--- src/rtl/instr_fetch_buffer.sv ---
// ============================================================================
// Module   : instr_fetch_buffer
// Purpose  : Single-outstanding instruction fetch with a small FIFO toward decode.
// Revision : 1.0 - initial release
// ============================================================================
`default_nettype none

module instr_fetch_buffer #(
  parameter int PC_W  = 10,
  parameter int DEPTH = 2
) (
  input  logic            clk,
  input  logic            reset,
  input  logic [PC_W-1:0] pc_in,
  input  logic            pc_valid,
  output logic            pc_ready,
  input  logic            flush,
  output logic            imem_req,
  output logic [PC_W-3:0] imem_addr,
  input  logic [31:0]     imem_rdata,
  output logic [31:0]     instr,
  output logic [PC_W-1:0] instr_pc,
  output logic            instr_misalign,
  output logic            instr_valid,
  input  logic            instr_ready
);

  localparam int AW = $clog2(DEPTH);
  localparam int CW = AW + 1;
  localparam logic [CW-1:0] c_depth = CW'(DEPTH);

  logic [CW-1:0]   r_count;
  logic            r_inflight;
  logic [AW-1:0]   r_wptr;
  logic [AW-1:0]   r_rptr;
  logic [PC_W-1:0] r_tag_pc;
  logic            r_tag_mis;
  logic [31:0]     r_mem_data [DEPTH];
  logic [PC_W-1:0] r_mem_pc   [DEPTH];
  logic            r_mem_mis  [DEPTH];

  logic [CW-1:0]   w_occ;
  logic            w_accept;
  logic            w_bypass;
  logic            w_consume;
  logic            w_push;
  logic            w_pop;

  // An in-flight response counts as a credit so the FIFO can never overflow.
  assign w_occ     = r_count + CW'(r_inflight);
  assign pc_ready  = reset && !flush && (w_occ < c_depth);
  assign w_accept  = pc_valid && pc_ready;
  assign imem_req  = w_accept;
  assign imem_addr = pc_in[PC_W-1:2];

  // With an empty FIFO the arriving response is presented straight from the bus.
  assign w_bypass    = r_inflight && (r_count == '0);
  assign instr_valid = (r_count != '0) || r_inflight;
  assign w_consume   = instr_valid && instr_ready && !flush;
  assign w_push      = r_inflight && !flush && !(w_bypass && instr_ready);
  assign w_pop       = w_consume && !w_bypass;

  always_ff @(posedge clk or negedge reset) begin
    if (!reset) begin
      r_count    <= '0;
      r_inflight <= 1'b0;
      r_wptr     <= '0;
      r_rptr     <= '0;
    end else if (flush) begin
      r_count    <= '0;
      r_inflight <= 1'b0;
      r_wptr     <= '0;
      r_rptr     <= '0;
    end else begin
      r_inflight <= w_accept;
      r_count    <= r_count + CW'(w_push) - CW'(w_pop);
      if (w_push) r_wptr <= r_wptr + AW'(1);
      if (w_pop)  r_rptr <= r_rptr + AW'(1);
    end
  end

  always_ff @(posedge clk) begin
    if (w_accept) begin
      r_tag_pc  <= pc_in;
      r_tag_mis <= (pc_in[1:0] != 2'b00);
    end
    if (w_push) begin
      r_mem_data[r_wptr] <= imem_rdata;
      r_mem_pc[r_wptr]   <= r_tag_pc;
      r_mem_mis[r_wptr]  <= r_tag_mis;
    end
  end

  always_comb begin
    instr          = '0;
    instr_pc       = '0;
    instr_misalign = 1'b0;
    if (instr_valid) begin
      if (w_bypass) begin
        instr          = imem_rdata;
        instr_pc       = r_tag_pc;
        instr_misalign = r_tag_mis;
      end else begin
        instr          = r_mem_data[r_rptr];
        instr_pc       = r_mem_pc[r_rptr];
        instr_misalign = r_mem_mis[r_rptr];
      end
    end
  end

endmodule

`default_nettype wire

--- config.mk ---
export PLATFORM = sky130hd
export DESIGN_NAME = instr_fetch_buffer
export DESIGN_NICKNAME = d
export VERILOG_FILES = /design/src/rtl/instr_fetch_buffer.sv
export SDC_FILE = /design/constraint.sdc
export NUM_CORES = 1
export LEC_CHECK = 0
export ABC_AREA = 0
export CORE_MARGIN = 10
export CORE_UTILIZATION = 45
export DETAILED_ROUTE_END_ITERATION = 10
export PLACE_DENSITY = 0.84
export SYNTH_ARGS = -nofsm -noshare
export SYNTH_HDL_FRONTEND = slang
export SYNTH_SLANG_ARGS = --single-unit
--- constraint.sdc ---
create_clock -name clk -period 4.22 [get_ports clk]
set_input_delay 0.422 -clock clk [delete_from_list [all_inputs] [get_ports clk]]
set_output_delay 0.422 -clock clk [all_outputs]
set_load 0.01 [all_outputs]
# Yosys cells after proc, flatten, opt, wreduce, memory -nomap -nowiden
# Memories as Yosys holds them, arrays and structs flattened.
# Cells that the tools add are included.
# op_classes
n_lt_le_gt_ge	1
add_sub_neg	5
n_mux	14
reduce_logical	19
# ops
op	n
$mux 32	2
$mux 10	2
$logic_and 1x1->1	10
$mux 1	9
$reduce_bool 2->1	4
$add 2x1->2	2
$logic_not 1->1	3
$add 1x1->1 const B	2
$logic_not 2->1	1
$lt 2x2->1 const B	1
$mux 2	1
$sub 2x1->2	1
$logic_or 1x1->1	1
# word_totals
wordCells	48
inputBits	47
ff_bits	16
ram_bits	86
mem_count	3
# mem_list
name	words	width	read_ports	rd_clocked_by_memory_dff	write_ports	line	source
r_mem_data	2	32	1	0	1	38	logic [31:0] r_mem_data [DEPTH];
r_mem_pc	2	10	1	0	1	39	logic [PC_W-1:0] r_mem_pc [DEPTH];
r_mem_mis	2	1	1	0	1	40	logic r_mem_mis [DEPTH];

# Depth between registers and ports, before layout
# depth
depth_word	8
ltp_mapped	9

# Least setup slack after synthesis
# No wires, ideal clock.
# synth_timing
path_type	register to register
from	register r_count[1]
to	memory r_mem_data[1][0], enable pin
path_slack_ps	-199
path_stages_with_launch	4
required_time_ps	3714
n_path_buf	0
arrival_time_ps	3914
setup_time_ps	506
period_less_slack_ps	4419
cell_sequence	dfrtp_1 nor2_4 a21bo_4 nor3b_1
# synth_between
elab_chain_len	7
# synth_lines
element	line	source
start: declaration	32	logic [CW-1:0] r_count;
start signal: assignment	76	r_count <= r_count + CW'(w_push) - CW'(w_pop);
$logic_not 2->1	57	assign w_bypass = r_inflight && (r_count == '0);
$logic_and 1x1->1	57	
$logic_and 1x1->1	60	assign w_push = r_inflight && !flush && !(w_bypass && instr_ready);
$logic_not 1->1	60	
$logic_and 1x1->1	60	
$mux 1	87	if (w_push) begin
$mux 1 (implied by the code)	88	r_mem_data[r_wptr] <= imem_rdata;
end: declaration	38	
# No other way between the ends.

# Worst setup path after layout
# layout_timing
from	register r_inflight
to	output imem_req
# layout_between
elab_chain_len	4
# layout_lines
element	line	source
start: declaration	33	logic r_inflight;
start signal: assignment	75	r_inflight <= w_accept;
$add 2x1->2	50	assign w_occ = r_count + CW'(r_inflight);
$lt 2x2->1	51	assign pc_ready = reset && !flush && (w_occ < c_depth);
$logic_and 1x1->1	51	
$logic_and 1x1->1	52	assign w_accept = pc_valid && pc_ready;
end: declaration	18	output logic imem_req,
# No other way between the ends.

==> qor.json <==
{
  "post_cts_hold_buffer_count": {"value": 0},
  "placement.io_buffers": {"value": 100},
  "gp_congestion": {"value": 0.7398},
  "setup.worst_path.class": {"value": "reg -> out"},
  "post_cts_resize_count": {"value": 0},
  "synthDominantAreaCellType": {"value": "sky130_fd_sc_hd__edfxtp_1"},
  "setup_ws": {"value": 0.9556, "unit": "ns"},
  "type_of_destination_of_the_critical_path": {"value": "output pin"},
  "grt_use_met3": {"value": 0.04412},
  "netlist_top_cells_count": {"value": "97 x sky130_fd_sc_hd__edfxtp_1, 44 x sky130_fd_sc_hd__nand3_1, 43 x sky130_fd_sc_hd__mux2i_1"},
  "yosysUniqueCellTypes": {"value": 28},
  "clock_sinks": {"value": 102},
  "min_period": {"value": 3.264, "unit": "ns"},
  "via_count_of_the_first_global_routing_pass": {"value": 2715},
  "cp-start-kind": {"value": "flip-flop"},
  "setup_tns": {"value": 0, "unit": "ns"},
  "arrival": {"value": 2.84, "unit": "ns"},
  "critPathMaxStageDelay": {"value": 0.95, "unit": "ns"},
  "crit_buf_inv": {"value": 1},
  "cts_tree": {"value": "done"},
  "grt-busiest-layer": {"value": "met2"},
  "cts_setup_buffers": {"value": 0},
  "fp.dieH": {"value": 117.6, "unit": "um"},
  "critPathMaxFanout": {"value": 47},
  "design.final.nets": {"value": 424},
  "rsz0062_at_grt": {"value": "no"},
  "yosysWarnings": {"value": 0},
  "worstPathCellList": {"value": "nand3_1 > a21oi_1 > and2_1 > clkdlybuf4s50_1"},
  "grt_util_met1": {"value": 0.1476},
  "ant_nets": {"value": 0},
  "final_layout_size_suffix_gt1_frac": {"value": 0.07632},
  "netlist_top_cells_area": {"value": "sky130_fd_sc_hd__edfxtp_1 68%, sky130_fd_sc_hd__mux2i_1 10%, sky130_fd_sc_hd__nand3_1 5.1%"},
  "post-place-cells": {"value": 493},
  "share_of_the_synthesized_area_in_the_top_cell_type": {"value": 0.6793},
  "cp_data_required_time": {"value": 3.80, "unit": "ns"},
  "synthesis.area_per_instance": {"value": 14.94, "unit": "um2"},
  "worst-slew-pin-transition": {"value": 0.8718, "unit": "ns"},
  "hpwl": {"value": 5941, "unit": "um"},
  "drcViolationCount": {"value": 0},
  "area_after_detailed_placement": {"value": 5318, "unit": "um2"},
  "totalWireLength": {"value": 8729, "unit": "um"},
  "num_antenna_cells": {"value": 0},
  "clock_root_buffer_master": {"value": "sky130_fd_sc_hd__clkbuf_8"},
  "grt_use_met2": {"value": 0.2080},
  "hold_path.class": {"value": "in -> async"},
  "final_util": {"value": 0.5968},
  "yosys_most_used_dff": {"value": "sky130_fd_sc_hd__edfxtp_1"},
  "pre_cts_ws": {"value": 1.218, "unit": "ns"},
  "synth-seq-area-share": {"value": 0.7085},
  "boundaryPins": {"value": 101},
  "initial_utilization": {"value": 0.4640},
  "worst_path_dominant_cell_family": {"value": "flip-flops"},
  "post-layout-total-power": {"value": 1.941, "unit": "mW"},
  "cts-root-to-sink-buffers": {"value": 2},
  "design_area": {"value": 5514, "unit": "um2"},
  "synthToLayoutAreaGrowth": {"value": 28.60, "unit": "%"},
  "number_of_nets_produced_by_synthesis": {"value": 336},
  "dieArea": {"value": 13830, "unit": "um2"},
  "num_vias": {"value": 2558},
  "asyncSetResetFlopFracSynth": {"value": 0.04902},
  "post_drt_wl_per_cell": {"value": 17.15, "unit": "um"},
  "clkSlewWorstSetupHoldPaths": {"value": 0.10, "unit": "ns"},
  "h-tree-depth": {"value": 3},
  "antenna_found_initial": {"value": 0},
  "drt-vias-per-instance": {"value": 5.026},
  "skew": {"value": 0.01228, "unit": "ns"},
  "setup_violators_final": {"value": 0},
  "total_grt_overflow": {"value": 0},
  "cpMaxStageDelayCell": {"value": "sky130_fd_sc_hd__dfrtp_2"},
  "dr.first_iter.drc_count": {"value": 166},
  "timing.final.max_slew_violations": {"value": 0},
  "post-synth-top-count-cell": {"value": "sky130_fd_sc_hd__edfxtp_1"},
  "synthesis.area": {"value": 4288, "unit": "um2"},
  "synth-edff-count": {"value": 97},
  "max_freq": {"value": 0.3063, "unit": "GHz"},
  "cellLeakagePower": {"value": 1.742, "unit": "nW"},
  "synth_cells": {"value": 287},
  "grt.total_usage": {"value": 0.1247},
  "max_slew_margin": {"value": 0.4188},
  "power.density": {"value": 352.0, "unit": "nW/um2"},
  "grt_start_max_net_pins": {"value": 48},
  "finalHoldViolCount": {"value": 0},
  "post-route-period-util": {"value": 0.7736},
  "maximum_resistive_drop_on_vdd": {"value": 167.6, "unit": "uV"},
  "die_x": {"value": 117.6, "unit": "um"},
  "cts-buffers-inserted": {"value": 9},
  "grt_first_pass_wirelength": {"value": 14170, "unit": "um"},
  "clock_latency_on_the_worst_skew_pair": {"value": 0.35, "unit": "ns"},
  "postSynthRegisterBits": {"value": 102},
  "timing.max_cap.violations": {"value": 0},
  "final-instance-count-excl-fill": {"value": 509},
  "outcome": {"value": "finished clean"},
  "num_rows": {"value": 35},
  "fp.coreArea": {"value": 9240, "unit": "um2"},
  "drt_pass1_iterations": {"value": 4},
  "finalHoldWorstSlack": {"value": 0.3101, "unit": "ns"}
}
==> worst paths after layout <==
path	slack [ns]	from	cells past startpoint	end
worst max-delay path	0.96	r_inflight	4	imem_req
worst min-delay path	0.31	reset	1	r_count[1]
worst max register to register	1.32	r_count[1]	10	r_count[1]
worst min register to register	0.49	r_tag_pc[7]	0	r_mem_pc[1][7]
max in group asynchronous	3.65	reset	1	r_inflight
min in group clk	0.49	r_tag_pc[7]	0	r_mem_pc[1][7]
==> per-layer routing <==
metal / part of all wire / routed length [um]
met2: 0.50 / 4364
met4: 0.0092 / 80
met1: 0.42 / 3702
met5: 0 / 0
met3: 0.067 / 582
==> power breakdown <==
group	internal (mW)	switching, mW
registers	1.12	0.0153
clock network	0.279	0.326
logic	0.115	0.0884
==> cell families after synthesis <==
logic type               count (synthesis)  synth area share
flip-flops                             102            0.7085
XOR/XNOR                                 2          0.004086
AO/OA/AOI/OAI                           47           0.05807
AND/OR/NAND/NOR                         61           0.07470
buffers and inverters                   29           0.04493
adder cells (fa/ha/maj)                  2          0.005835
multiplexers                            44            0.1039
==> sequential cells by signal, indices dropped and copies added, names as in the netlist <==
signal      cells
r_tag_pc       10
r_mem_pc       20
r_tag_mis       1
r_inflight      1
r_mem_mis       2
r_wptr          1
r_mem_data     64
r_rptr          1
r_count         2
==> final cells by class <==
class / instances / area, um2
tap: 129 / 161.4
inverter: 1 / 3.754
multi-input combinational: 156 / 1074
fill: 744 / 3726
clock inverter: 6 / 68.82
clock buffer: 10 / 127.6
sequential: 102 / 3040
timing repair buffer: 105 / 1039
==> placed cells by master, fill, tap and decap left out, types with 2 or more instances in the layout <==
cell type	n
sky130_fd_sc_hd__nand3_1	44
sky130_fd_sc_hd__nor2b_1	2
sky130_fd_sc_hd__nor2_1	4
sky130_fd_sc_hd__ha_1	2
sky130_fd_sc_hd__dfrtp_1	3
sky130_fd_sc_hd__o21ai_0	41
sky130_fd_sc_hd__edfxtp_1	97
sky130_fd_sc_hd__inv_6	2
sky130_fd_sc_hd__or2_2	2
sky130_fd_sc_hd__mux2i_1	43
sky130_fd_sc_hd__xor2_1	2
sky130_fd_sc_hd__dfrtp_2	2
sky130_fd_sc_hd__clkdlybuf4s50_1	100
sky130_fd_sc_hd__clkbuf_8	9
sky130_fd_sc_hd__buf_4	5
sky130_fd_sc_hd__o21ai_1	3
sky130_fd_sc_hd__and2_1	3
No activity file was read; power rests on OpenSTA's default activity.
==> edit 1 (same flow settings) <==
Make the reset (`reset`) synchronous in one clocked block.
--- a/src/rtl/instr_fetch_buffer.sv
+++ b/src/rtl/instr_fetch_buffer.sv
@@ -60,7 +60,7 @@
   assign w_push      = r_inflight && !flush && !(w_bypass && instr_ready);
   assign w_pop       = w_consume && !w_bypass;
 
-  always_ff @(posedge clk or negedge reset) begin
+  always_ff @(posedge clk) begin
     if (!reset) begin
       r_count    <= '0;
       r_inflight <= 1'b0;
Behaviour: differs if reset is asserted again (counterexample within 4 cycles, from zero or initial values and one cycle with reset low); with reset held inactive, the same outputs for 10 cycles.
==> edit 1 against the original RTL <==
- design area decreased by 1.1%
- area after synthesis is 1.3% lower
- first-iteration DRC count is 4.2% higher
- routed wire length grew 2.9%
- power down 8.2%
- count of clock-buffer cells in the layout shrank 1
- cell count fell by 3.1%
- critical endpoint unchanged
- sequential cell count grew 1
- synthesized cell count is 0.70% higher
- largest cell class unchanged
- sequential power is essentially flat
- worst setup slack worse by 140 ps
- clock power fell by 15%
==> edit 1: results (changes against the original RTL) <==
* Outcome: complete, no violations (unchanged)
* Inserted Clock Buffers at 9 (unchanged)
* Synth Area in Compound Gates at 0.0606 (was 0.0581)
* XOR/XNOR share of the synthesized area at 0.00414 (was 0.00409)
* Initial DRC count at 173 (was 166)
* Global-route wire length before repair at 14.3 mm (was 14.2 mm)
* Via Count at 2638 (was 2558)
* Largest net degree at the start of global routing at 50 (was 48)
* Multiplexer share of the synthesized area at 0.104 (about the same)
* Setup slack, reg-to-reg at 1550 ps (was 1320 ps)
* Initial antenna violation count at 0 (unchanged)
* Ys async rst share at 0 (was 0.0490)
* Crit path arrival time at 2980 ps (was 2840 ps)
* Synth top area cells: edfxtp_1 69%, mux2i_1 10%, nand3_1 5.2% (was edfxtp_1 68%, mux2i_1 10%, nand3_1 5.1%)
* TritonRoute pass-1 iters at 4 (unchanged)
* # fillers at 759 (was 744)
* Synth Area in Adders at 0.00296 (was 0.00584)
* Post-Syn Nets at 337 (was 336)
* RR Endpoint: r_mem_mis[1] (was r_count[1])
* RR Startpoint: r_inflight (was r_count[1])
* Synth unique cells at 26 (was 28)
* Clk_skew at 7.44 ps (was 12.3 ps)
* Post-CTS Setup Repair Bufs at 0 (unchanged)
* Peak supply drop at 0.000221 V (was 0.000168 V)
* Cell area after placement at 5290 um2 (was 5320 um2)
* Relative slew slack at 0.359 (was 0.419)
* FF-to-FF path depth at 3 (was 10)
* RD Place Congestion at 0.801 (was 0.740)
* Share of cells above drive strength 1 at 0.0707 (was 0.0763)
* Vias in the first global route at 2787 (was 2715)
* CP max-delay cell: dfxtp_2 (was dfrtp_2)
* Leakage at 1.67 nW (was 1.74 nW)
* Cell internal pwr at 1.41 mW (was 1.51 mW)
* Fin nets at 426 (was 424)
* CP Max Fanout at 49 (was 47)
* Most frequent cells after synthesis: 97 x edfxtp_1, 44 x nand3_1, 44 x o21ai_0, 43 x mux2i_1, 12 x buf_4 (was 97 x edfxtp_1, 44 x nand3_1, 43 x mux2i_1, 41 x o21ai_0, 13 x buf_4)
* Synth warn at 0 (unchanged)
* Detail Placement HPWL at 6.02 mm (was 5.94 mm)
* Hold WC Path Type: flip-flop to flip-flop (was input port to asynchronous set/reset pin)
* Crit path largest cell delay at 970 ps (was 950 ps)
-- edit 1: cell types whose count changed in the layout (fill, tap and decap cells not counted), moves of 3 or more --
cell	delta
clkinvlp_4	+3
dfxtp_1	+4
dfrtp_1	-3
o21ai_0	+3
-- edit 1: cell type report --
cell class                      count  area, um2  share of cell area
Inverter                            2       7.51             0.00138
Multi-Input combinational cell    157       1060               0.194
Clock buffer                        9        124              0.0227
Sequential cell                   103       3040               0.557
Timing Repair Buffer              105       1050               0.193
Clock inverter                      6       38.8             0.00711
Tap cell                          111        139              0.0255
-- edit 1: logic make-up after synthesis --
kind of cell    count (synthesis)
compound gates                 50
simple gates                   60
fa+ha+maj                       1
mux                            44
buf+inv                        29
xor+xnor                        2
flops                         103
-- edit 1: power by group through the flow --
stage                     Clock [mW]  Combinational, mW  Sequential (mW)
after global routing           0.584              0.142             1.13
after detailed placement           0              0.132             1.16
final                          0.517              0.131             1.13
after floorplan                    0             0.0436             1.15
after CTS                      0.535              0.133             1.13
after global placement             0              0.129             1.16
-- edit 1: per-stage QoR --
stage,power (mW),setup WS (ps),hold slack [ps],util,std cells
2_1_floorplan,1.19,50.0,446,-,289
6_report,1.78,816,484,0.593,493
5_1_grt,1.86,603,505,0.593,493
3_3_place_gp,1.28,1290,451,0.575,478
3_5_place_dp,1.29,1150,461,0.575,478
4_1_cts,1.80,767,483,0.593,493
-- edit 1: layer usage --
layer,track usage,share of wire
met5,0,0
met2,0.221,0.51
met1,0.159,0.41
met4,0.0535,0.018
met3,0.0392,0.067
-- edit 1: worst min-delay path by stage --
stage          depth (start not counted)              to   startpoint  slack [ps]
2_1_floorplan                          0    r_mem_mis[0]    r_tag_mis         450
3_3_place_gp                           0  r_mem_pc[0][2]  r_tag_pc[2]         450
3_5_place_dp                           0  r_mem_pc[0][6]  r_tag_pc[6]         460
4_1_cts                                0  r_mem_pc[0][6]  r_tag_pc[6]         480
5_1_grt                                0  r_mem_pc[0][7]  r_tag_pc[7]         500
6_report                               0  r_mem_pc[0][6]  r_tag_pc[6]         480
==> edit 2 (same settings) <==
Without the edit above. `PC_W`: 10 -> 5.
--- a/src/rtl/instr_fetch_buffer.sv
+++ b/src/rtl/instr_fetch_buffer.sv
@@ -6,7 +6,7 @@
 `default_nettype none
 
 module instr_fetch_buffer #(
-  parameter int PC_W  = 10,
+  parameter int PC_W  = 5,
   parameter int DEPTH = 2
 ) (
   input  logic            clk,
Interface: changed (resized imem_addr, instr_pc and pc_in); port bits go from 101 to 86. No check against the original RTL was run, so the function may have changed too.
==> edit 2 against the original RTL <==
- clock power down 17%
- area after synthesis down 14%
- critical path type unchanged
- first-iteration DRC count down 60%
- largest cell class unchanged
- register-to-register slack better by 350 ps
- largest power group unchanged
- die area down 12%
- sequential cell count down 15
- synthesized cell count down 13%
- worst setup slack better by 57 ps
- routed wire length down 14%
- cell count down 14%
- via count down 12%
- design area down 14%
- power down 15%
- critical endpoint is now instr[13]
- clock skew down 5.2 ps
==> edit 2: results (changes against the original RTL) <==
* Outcome: complete, no violations (unchanged)
* M3 GR Usage at 0.0341 (was 0.0441)
* Crit path arrival time at 2780 ps (was 2840 ps)
* Multi-In Gates at 141 (was 156)
* FF/Latch Area at 2590 um2 (was 3040 um2)
* Global-route wire length before repair at 12.3 mm (was 14.2 mm)
* Max Buffers Root-to-Sink at 2 (unchanged)
* Largest registers: r_mem_data: 64 flops, r_mem_pc: 10 flops, r_tag_pc: 5 flops (was r_mem_data: 64 flops, r_mem_pc: 20 flops, r_tag_pc: 10 flops)
* Peak supply drop at 0.000182 V (was 0.000168 V)
* Clock buffer cells at 10 (unchanged)
* Metal-1 WL at 3.26 mm (was 3.70 mm)
* Gr usage total at 0.121 (was 0.125)
* CP max-delay cell: nor2_4 (was dfrtp_2)
* Initial DRC count at 67 (was 166)
* Via Count at 2250 (was 2558)
* Fin nets at 373 (was 424)
* Metal3 WL at 386 um (was 582 um)
* Buffers excl. clock at 89 (was 105)
* Seq cells at 87 (was 102)
* Critical path's top delay family: buffers and inverters (was flip-flops)
* Synth unique cells at 26 (was 28)
* Fin area at 4750 um2 (was 5510 um2)
* Pre-CTS setup slack at 1330 ps (was 1220 ps)
* Cell area after placement at 4570 um2 (was 5320 um2)
* Synth top area cells: edfxtp_1 67%, mux2i_1 10%, nand3_1 5.3% (was edfxtp_1 68%, mux2i_1 10%, nand3_1 5.1%)
* Most frequent cells after synthesis: 82 x edfxtp_1, 39 x nand3_1, 38 x mux2i_1, 37 x o21ai_0, 7 x clkbuf_1 (was 97 x edfxtp_1, 44 x nand3_1, 43 x mux2i_1, 41 x o21ai_0, 13 x buf_4)
* Vias in the first global route at 2413 (was 2715)
* Clock slew at reported path FFs at 80 ps (was 100 ps)
* # fillers at 666 (was 744)
* CP Max Fanout at 47 (unchanged)
* Clock Network Area Fraction at 0.0366 (was 0.0356)
* Met1 Use GR at 0.144 (was 0.148)
* Relative slew slack at 0.237 (was 0.419)
* Detail Placement HPWL at 5.03 mm (was 5.94 mm)
* Clk_skew at 7.07 ps (was 12.3 ps)
* Multi-input gate area at 967 um2 (was 1070 um2)
* Number of synthesized flops with an enable pin at 82 (was 97)
* Crit path largest cell delay at 730 ps (was 950 ps)
* Ys async rst share at 0.0575 (was 0.0490)
* Post-Syn Nets at 295 (was 336)
* Port bufs at 85 (was 100)
* Sequential-to-total area share from yosys stat at 0.700 (was 0.708)
* DR WL/cell at 17.1 um (about the same)
* Met2 routed WL at 3.80 mm (was 4.36 mm)
* Post-CTS Setup Repair Bufs at 0 (unchanged)
* Signal buf overhead at 0.186 (was 0.188)
* Share of cells above drive strength 1 at 0.0808 (was 0.0763)
* Leakage at 1.50 nW (was 1.74 nW)
* RD Place Congestion at 0.757 (was 0.740)
* Clk_lat worst skew at 340 ps
* Grt met2 use at 0.203 (was 0.208)
## edit 2: cell types whose count changed after synthesis
cell,before,now
edfxtp_1,97,82
clkbuf_1,5,7
buf_6,4,6
nand3_1,44,39
buf_2,1,5
clkbuf_4,1,0
buf_4,13,4
buf_1,4,0
mux2i_1,43,38
o21ai_0,41,37
o21ai_1,3,2
## edit 2: power breakdown
part	internal (mW)	switching, mW	leakage [nW]	total, mW
clock network	0.217	0.287	0.0829	0.504
logic	0.100	0.0755	0.612	0.176
registers	0.951	0.0135	0.807	0.965
total	1.27	0.376	1.50	1.64
## edit 2: path summary, 6_finish.rpt
| path | endpoint | slack [ps] | depth (start not counted) | startpoint |
|---|---|---|---|---|
| worst max-delay path | instr[13] | 1010 | 5 | r_count[1] |
| worst min-delay path | r_wptr | 320 | 1 | reset |
| worst max register to register | r_count[1] | 1670 | 9 | r_count[1] |
| worst min register to register | r_mem_pc[0][2] | 490 | 0 | r_tag_pc[2] |
| max in group asynchronous | r_rptr | 3670 | 1 | reset |
| min in group clk | r_mem_pc[0][2] | 490 | 0 | r_tag_pc[2] |
## edit 2: kinds of logic (layout without fill, tap and decap cells)
| family | Yosys count | after routing | synth area share |
|---|---|---|---|
| DFF | 87 | 87 | 0.700 |
| buffers and inverters | 23 | 106 | 0.0413 |
| adders and majority gates | 2 | 2 | 0.00677 |
| AOI/OAI and AO/OA | 42 | 42 | 0.0606 |
| and+or+nand+nor | 56 | 56 | 0.0799 |
| muxes | 39 | 39 | 0.107 |
| xor gates and xnor gates | 2 | 2 | 0.00474 |
## edit 2: metrics by stage
stage,util,instances,hold WS (ps)
final,0.586,439,318
after global routing,0.586,439,321
after CTS,0.586,439,306
after detailed placement,0.565,423,469
after global placement,0.565,423,457
after floorplan,-,251,126
